`src/rtl/latsnq_wr_seq_pkg.sv`:
```
// rtl/latsnq_wr_seq_pkg.sv - shared types and helpers for the latsnq_2 write sequencer
package latsnq_wr_seq_pkg;

  typedef enum logic [2:0] {
    ST_PRESET,
    ST_RECOVER,
    ST_IDLE,
    ST_SETUP,
    ST_PULSE,
    ST_HOLD
  } state_t;

  // Width of the shared phase counter: enough for the longest phase, plus one bit.
  function automatic int cnt_w(input int setup_cyc, input int pulse_cyc,
                               input int hold_cyc, input int preset_cyc);
    int m;
    m = setup_cyc;
    if (pulse_cyc > m) m = pulse_cyc;
    if (hold_cyc > m) m = hold_cyc;
    if (preset_cyc > m) m = preset_cyc;
    return $clog2(m) + 1;
  endfunction

  // One-hot word enable; an index at or beyond depth selects nothing.
  function automatic logic [31:0] onehot_dec(input int unsigned idx, input int unsigned depth);
    logic [31:0] v;
    v = '0;
    if (idx < depth && idx < 32) v = 32'd1 << idx;
    return v;
  endfunction

endpackage

```
`src/rtl/latsnq_wr_seq_cnt.sv`:
```
// rtl/latsnq_wr_seq_cnt.sv - loadable phase down-counter with a zero flag
module latsnq_wr_seq_cnt #(
  parameter int W = 2
) (
  input  logic         clk,
  input  logic         load,
  input  logic [W-1:0] load_val,
  input  logic         dec,
  output logic         zero
);

  logic [W-1:0] cnt;

  // Reset is expressed by the owner as a load; the counter saturates at zero.
  always_ff @(posedge clk) begin
    if (load) begin
      cnt <= load_val;
    end else if (dec && cnt != '0) begin
      cnt <= cnt - W'(1);
    end
  end

  assign zero = (cnt == '0);

endmodule

```
`src/rtl/gf180mcu_fd_sc_mcu9t5v0__latsnq_wr_seq.sv`:
```
// rtl/gf180mcu_fd_sc_mcu9t5v0__latsnq_wr_seq.sv - setup/enable-pulse/hold write sequencer for a latsnq_2 bank
module gf180mcu_fd_sc_mcu9t5v0__latsnq_wr_seq
  import latsnq_wr_seq_pkg::*;
#(
  parameter int WIDTH      = 8,
  parameter int DEPTH      = 4,
  parameter int SETUP_CYC  = 1,
  parameter int PULSE_CYC  = 2,
  parameter int HOLD_CYC   = 1,
  parameter int PRESET_CYC = 2,
  localparam int AW = (DEPTH > 1) ? $clog2(DEPTH) : 1
) (
  input  logic             CLK,
  input  logic             RST,
  input  logic             REQ,
  output logic             READY,
  input  logic [AW-1:0]    ADDR,
  input  logic [WIDTH-1:0] WDATA,
  input  logic             PRESET_REQ,
  output logic [WIDTH-1:0] D,
  output logic [DEPTH-1:0] E,
  output logic             SETN,
  output logic             DONE,
  output logic             ERR,
  output logic             BUSY
);

  localparam int CW = cnt_w(SETUP_CYC, PULSE_CYC, HOLD_CYC, PRESET_CYC);
  localparam logic [CW-1:0] SETUP_LD  = CW'(SETUP_CYC - 1);
  localparam logic [CW-1:0] PULSE_LD  = CW'(PULSE_CYC - 1);
  localparam logic [CW-1:0] HOLD_LD   = CW'(HOLD_CYC - 1);
  localparam logic [CW-1:0] PRESET_LD = CW'(PRESET_CYC - 1);
  localparam logic [AW:0]   DEPTH_V   = (AW + 1)'(DEPTH);

  state_t          state, state_n;
  logic            cnt_load;
  logic [CW-1:0]   cnt_val;
  logic            cnt_zero;
  logic            accept;
  logic [AW-1:0]   addr_q;
  logic            oor_q;
  logic [DEPTH-1:0] e_dec;
  logic            finish;

  latsnq_wr_seq_cnt #(.W(CW)) u_cnt (
    .clk      (CLK),
    .load     (cnt_load),
    .load_val (cnt_val),
    .dec      (~cnt_load),
    .zero     (cnt_zero)
  );

  assign READY  = (state == ST_IDLE) && !PRESET_REQ;
  assign BUSY   = (state != ST_IDLE);
  assign e_dec  = DEPTH'(onehot_dec(32'(addr_q), 32'(DEPTH)));
  assign finish = (state == ST_HOLD) && (state_n == ST_IDLE);

  // Each phase lasts (load value + 1) cycles: the counter is loaded on entry
  // and the phase is left on the cycle it reads zero.
  always_comb begin
    state_n  = state;
    cnt_load = 1'b0;
    cnt_val  = '0;
    accept   = 1'b0;
    case (state)
      ST_PRESET: if (cnt_zero) state_n = ST_RECOVER;
      ST_RECOVER: state_n = ST_IDLE;
      ST_IDLE: begin
        if (PRESET_REQ) begin
          state_n  = ST_PRESET;
          cnt_load = 1'b1;
          cnt_val  = PRESET_LD;
        end else if (REQ) begin
          accept   = 1'b1;
          state_n  = ST_SETUP;
          cnt_load = 1'b1;
          cnt_val  = SETUP_LD;
        end
      end
      ST_SETUP: if (cnt_zero) begin
        state_n  = ST_PULSE;
        cnt_load = 1'b1;
        cnt_val  = PULSE_LD;
      end
      ST_PULSE: if (cnt_zero) begin
        state_n  = ST_HOLD;
        cnt_load = 1'b1;
        cnt_val  = HOLD_LD;
      end
      ST_HOLD: if (cnt_zero) state_n = ST_IDLE;
      default: state_n = ST_PRESET;
    endcase
    if (RST) begin
      state_n  = ST_PRESET;
      cnt_load = 1'b1;
      cnt_val  = PRESET_LD;
      accept   = 1'b0;
    end
  end

  always_ff @(posedge CLK) begin
    if (RST) begin
      state  <= ST_PRESET;
      addr_q <= '0;
      oor_q  <= 1'b0;
      D      <= '0;
      E      <= '0;
      SETN   <= 1'b0;
      DONE   <= 1'b0;
      ERR    <= 1'b0;
    end else begin
      state <= state_n;
      SETN  <= (state_n != ST_PRESET);
      DONE  <= finish;
      ERR   <= finish && oor_q;
      if (accept) begin
        addr_q <= ADDR;
        oor_q  <= ({1'b0, ADDR} >= DEPTH_V);
        D      <= WDATA;
      end
      // E moves only on the phase edges, never while D can change.
      if (state == ST_SETUP && state_n == ST_PULSE) begin
        E <= e_dec;
      end else if (state == ST_PULSE && state_n == ST_HOLD) begin
        E <= '0;
      end
    end
  end

endmodule

```
`config.mk`:
```
export PLATFORM = sky130hd
export DESIGN_NAME = gf180mcu_fd_sc_mcu9t5v0__latsnq_wr_seq
export DESIGN_NICKNAME = d
export VERILOG_FILES = /design/src/rtl/latsnq_wr_seq_pkg.sv /design/src/rtl/latsnq_wr_seq_cnt.sv /design/src/rtl/gf180mcu_fd_sc_mcu9t5v0__latsnq_wr_seq.sv
export SDC_FILE = /design/constraint.sdc
export NUM_CORES = 1
export LEC_CHECK = 0
export CORE_AREA = 2 2 43 45
export DETAILED_ROUTE_END_ITERATION = 12
export DIE_AREA = 0 0 45 47
export DONT_BUFFER_PORTS = 1
export PLACE_DENSITY_LB_ADDON = 0.25
export SYNTH_ARGS = -nofsm -noshare
export SYNTH_HDL_FRONTEND = slang
export SYNTH_SLANG_ARGS = --single-unit
```
`constraint.sdc`:
```
create_clock -name CLK -period 1.9 [get_ports CLK]
set_input_delay 0.38 -clock CLK [delete_from_list [all_inputs] [get_ports CLK]]
set_output_delay 0.38 -clock CLK [all_outputs]
set_load 0.005 [all_outputs]
```
**Yosys cells after proc, flatten, opt, wreduce, memory -nomap -nowiden**

Index checks and enable logic that the tools add are counted.
Widths: inputs -> output; s select.

- Input port bits: 14
- Output and inout port bits: 17
- Flip-flop bits (word level): 21
- Word-level logic and storage cells: 56

- Bitwise gates (word level): 1
- Mux-type cells: 24
- Add/subtract/negate cells: 1
- Shifts and indexed selects: 1
- Reduce and logical (&&, ||, !) cells: 13
- Eq/ne operators: 9

Operator list:

| cell | number |
|---|---|
| $mux 3 | 7 |
| $pmux 3 s6 | 1 |
| $eq 3x3->1 const B | 4 |
| $eq 3x2->1 const B | 3 |
| $mux 1 | 9 |
| $mux 4 | 2 |
| $mux 2 | 3 |
| $reduce_bool 2->1 | 3 |
| $logic_and 1x1->1 | 5 |
| $pmux 1 s2 | 2 |
| $shl 1x2->4 const A | 1 |
| $eq 3x1->1 const B | 1 |
| $logic_not 3->1 | 1 |
| $ne 3x2->1 const B | 1 |
| $reduce_bool 3->1 | 1 |
| $logic_not 2->1 | 1 |
| $reduce_or 2->1 | 1 |
| $sub 2x1->2 const B | 1 |
| $logic_not 1->1 | 1 |
| $not 1->1 | 1 |

**Depth between registers and ports, before layout**

- Depth in word-level cells: 8
- Depth in mapped cells: 6
- Depth with buffers taken out: 6

**By module**

From an unflattened synthesis, not the netlist that was laid out.

- Cell total of the unflattened synthesis: 107
- Area, all modules: 1,053.5 um2

By module, submodules not included:

| module | cells an instance | instances | seq. area each (um2) | area each (um2) |
|---|---|---|---|---|
| gf180mcu_fd_sc_mcu9t5v0__latsnq_wr_seq | 96 | 1 | 380.4 | 944.7 |
| latsnq_wr_seq_cnt | 11 | 1 | 60.1 | 108.9 |

**Worst setup path before layout**

Ideal clock, no wire load.

- Kind: register to register
- From: reg u_cnt.cnt[0]
- To: reg SETN
- Slack: 466 ps
- Period minus slack after synthesis: 1,434 ps
- Stages on the path, launching flop included: 7
- Setup time: 127 ps
- Data arrival time: 1,307 ps
- Required time: 1,773 ps
- Buffers on the path: 0
- Cells stage by stage: edfxtp_1 -> inv_1 -> ha_1 -> o21ai_1 -> a21oi_2 -> a211oi_2 -> or3_1

- Cells in the longest elaborated chain, start to end: 5
- Elaborated cells on any way between the ends: 8
- Classes of those cells: mux: 6; reduce/logical: 2

RTL lines:

| what | RTL line | text |
|---|---|---|
| start, declared | latsnq_wr_seq_cnt.sv:12 | `logic [W-1:0] cnt;` |
| start signal, assigned | latsnq_wr_seq_cnt.sv:17 | `cnt <= load_val;` |
| start signal, assigned | latsnq_wr_seq_cnt.sv:19 | `cnt <= cnt - W'(1);` |
| $logic_not 2->1 (*) | latsnq_wr_seq_cnt.sv:23 | `assign zero = (cnt == '0);` |
| $mux 3, on equally long branches | n/a |  |
| $pmux 3 s6 (*) | gf180mcu_fd_sc_mcu9t5v0__latsnq_wr_seq.sv:65 | `case (state)` |
| $mux 3 (*) | gf180mcu_fd_sc_mcu9t5v0__latsnq_wr_seq.sv:93 | `if (RST) begin` |
| $reduce_bool 3->1 (*) | gf180mcu_fd_sc_mcu9t5v0__latsnq_wr_seq.sv:113 | `SETN <= (state_n != ST_PRESET);` |
| end signal, assigned | gf180mcu_fd_sc_mcu9t5v0__latsnq_wr_seq.sv:113 |  |
| end, declared | gf180mcu_fd_sc_mcu9t5v0__latsnq_wr_seq.sv:22 | `output logic SETN,` |

Every way passes the cells marked *; elsewhere a longest branch is shown, timed or not.
A chain may end at the register's enable or synchronous reset.

**Worst setup path in the final report**

- From: reg state[1]
- To: out READY

- Cells in the longest elaborated chain, start to end: 2

RTL lines:

| what | RTL line | text |
|---|---|---|
| start, declared | gf180mcu_fd_sc_mcu9t5v0__latsnq_wr_seq.sv:35 | `state_t state, state_n;` |
| start signal, assigned | gf180mcu_fd_sc_mcu9t5v0__latsnq_wr_seq.sv:112 | `state <= state_n;` |
| $eq 3x2->1 | gf180mcu_fd_sc_mcu9t5v0__latsnq_wr_seq.sv:53 | `assign READY = (state == ST_IDLE) && !PRESET_REQ;` |
| $logic_and 1x1->1 | gf180mcu_fd_sc_mcu9t5v0__latsnq_wr_seq.sv:53 |  |
| end, declared | gf180mcu_fd_sc_mcu9t5v0__latsnq_wr_seq.sv:16 | `output logic READY,` |

Every way passes these cells.

==> reports/results.tsv <==
stage	metric	value	unit
run_status	status	finished clean	
critical_path	crit end category	primary output	
global_route	GRT Overall Usage	14.3	%
critical_path	crit path kind	reg2out	
synthesis	Yosys warnings	0	
critical_path	WP data required	1.52	ns
finish	area grow syn2layout	2.73	%
sta	Setup WS post-layout	0.270	ns
drt	Detail Route Antenna Nets	0	
finish	Diodes inserted	0	
cts	Worst-path clk slew	0.12	ns
sta	Hold Vio Cnt, Final	0	
sta	pins over their slew limit	0	
sta	RSZ-0062 raised after global routing	no	
sta	FMAX	613	MHz
critical_path	element type at the critical path start	register	
finish	commonest non-fill, non-tap cell in the layout	dfxtp_1	
power	P_sw	250	µW
synthesis	Yosys cell types	35	
synthesis	Synth top area share	41.5	%
synthesis	Cells after Synth	91	
cts	Root Buffer	clkbuf_4	
place	number of port buffers	0	
global_route	gr ovfl total	0	
floorplanning	# rows	15	
drt	Vias	627	
cts	Max H-tree Level	1	
synthesis	Async S/R FF share, synth	0	%
cts	hold_buf cts	0	
finish	Fill cells	146	
finish	Final Util	57.0	%
power	Pint	637	µW
cts	TritonCTS clock tree	built	
synthesis	synth top area cells	dfxtp_1 42%, mux2i_1 11%, edfxtp_1 6.6%	
sta	Final min period	1.63	ns
floorplanning	full die area	2120	µm²
floorplanning	DIE HEIGHT	47	µm
worst_hold_path	Hold WC Path Type	in2reg	
drt	initial DRC count	7	
floorplanning	top-level I/O count	31	
synthesis	sequential fraction of the synthesis area	48.1	%
sta	WHS	0.119	ns
power	sw frac	28.2	%
sta	Final Cycle Share	85.8	%
drt	DRT Wirelength	1.55	mm
finish	layout cells sized above 1	15.4	%
global_route	initial antenna violation count	0	
global_route	number of global-route vias before repair	522	
power	Seq pwr share	59.2	%
drt	drt drc	0	
synthesis	syn nets	106	
floorplanning	Starting Density	55.5	%
power	total chip power	888	µW
synthesis	synthesized area per cell	10.1	µm²
place	hpwl dp	1.14	mm
sta	final setup TNS	0	ns
drt	drt wl/cell	14.3	µm
synthesis	Seq cells post-synth	21	
power	worst vdd rail ir drop	0.496	mV
global_route	first-pass GRT wire length	2.17	mm
cts	post_cts resized	0	
flow_run	Max Cap Viol	0	
global_route	largest net degree at the start of global routing	18	
synthesis	Mapped Area	916	µm²
power	pwr/cell area	943	nW/µm²
cts	setup bufs post-CTS	0	
finish	NumNets Final	107	
cts	deepest clock path buffer count	2	
synthesis	Post-synth top flop	dfxtp_1	
floorplanning	Core ar.	1650	µm²
power	clock network fraction of total power	24.1	%
drt	Pre-antenna DRT Iters	4	
drt	Vias/cell	5.81	
sta	worst clock skew	0.0112	ns
cts	total CTS buffers	3	
power	Logic pwr share	16.7	%
sta	final setup fails	0	
power	LEAKAGE	0.434	nW
cts	clk sink count	21	
floorplanning	chip width	45	µm
critical_path	Worst Path Max Fanout	7	
cts	latest clock arrival within the worst-skew pair	0.31	ns
place	Placer Congestion	0.755	
synthesis	Post-synth EDFFs	2	
critical_path	Arr. time, crit path	1.25	ns
place	pre-CTS setup slack	0.363	ns
synthesis	cell type with the largest total area after synthesis	dfxtp_1	
finish	commonest cells after routing, fill and taps aside	19 x dfxtp_1, 15 x nor2_1, 10 x mux2i_1	
## per-stage QoR
step / area, µm² / cells
final: 941 / 108
after global routing: 941 / 108
after CTS: 941 / 108
after detailed placement: 913 / 104
after global placement: 913 / 104
after floorplan: 916 / 91
## synth_stat cells, types with 2 or more instances
| library cell | number |
|---|---|
| a21oi_1 | 4 |
| a21oi_2 | 2 |
| a22o_1 | 2 |
| buf_4 | 3 |
| dfxtp_1 | 19 |
| edfxtp_1 | 2 |
| inv_1 | 3 |
| mux2i_1 | 10 |
| nand2b_1 | 2 |
| nand3b_1 | 2 |
| nor2_1 | 15 |
| nor3b_1 | 2 |
| o21ai_0 | 2 |
| o21ai_1 | 2 |
## sequential cells by signal, summed over array words and instances, names as in the netlist
register and flops:
E 4, u_cnt.cnt 2, SETN 1, D 8, addr_q 2, DONE 1
state 3
## cell families (layout without fill, tap and decap cells)
| family | Yosys count | count (layout) | share of synthesized area (%) |
|---|---|---|---|
| compound gates | 17 | 17 | 13.4 |
| fa+ha+maj | 1 | 1 | 1.37 |
| other cells | 1 | 1 | 0.409 |
| buf+inv | 9 | 9 | 5.05 |
| mux | 11 | 11 | 12.2 |
| simple gates | 31 | 31 | 19.5 |
| flops | 21 | 21 | 48.1 |
## worst paths after layout
check                             end  slack [ns]    startpoint  cells past startpoint
worst max-delay path            READY        0.27      state[1]                      3
worst min-delay path             D[4]        0.12           RST                      1
worst max register to register   SETN        0.32  u_cnt.cnt[0]                      6
worst min register to register   E[0]        0.51          E[0]                      1
## layer usage
layer	up-vias	track usage [%]	routed length, µm
li1	317	-	-
met1	287	17.8	670
met2	18	22.3	738
met3	5	3.46	98
met4	0	8.82	37
met5	-	0	0
## worst max-delay path: stages (launching register included)
cell and delay, ns:
dfxtp_1 0.44, nor2b_4 0.26, nand2b_1 0.11, nor2_1 0.13
## area by class of cell
class / instances / area [µm²] / share of cell area, %
Sequential cell: 21 / 440 / 46.8
Multi-Input combinational cell: 61 / 429 / 45.6
Clock buffer: 3 / 22.5 / 2.39
Tap cell: 17 / 21.3 / 2.26
Inverter: 4 / 15.0 / 1.60
Timing Repair Buffer: 1 / 7.51 / 0.798
Clock inverter: 1 / 5.00 / 0.532
## power by group through the flow
| stage | registers (mW) | logic [mW] | clock network [mW] |
|---|---|---|---|
| 2_1_floorplan | 0.520 | 0.146 | 0 |
| 3_3_place_gp | 0.535 | 0.141 | 0 |
| 3_5_place_dp | 0.535 | 0.146 | 0 |
| 4_1_cts | 0.525 | 0.147 | 0.219 |
| 5_1_grt | 0.531 | 0.164 | 0.236 |
| 6_report | 0.525 | 0.148 | 0.214 |
(Power assumes the default switching activity.)
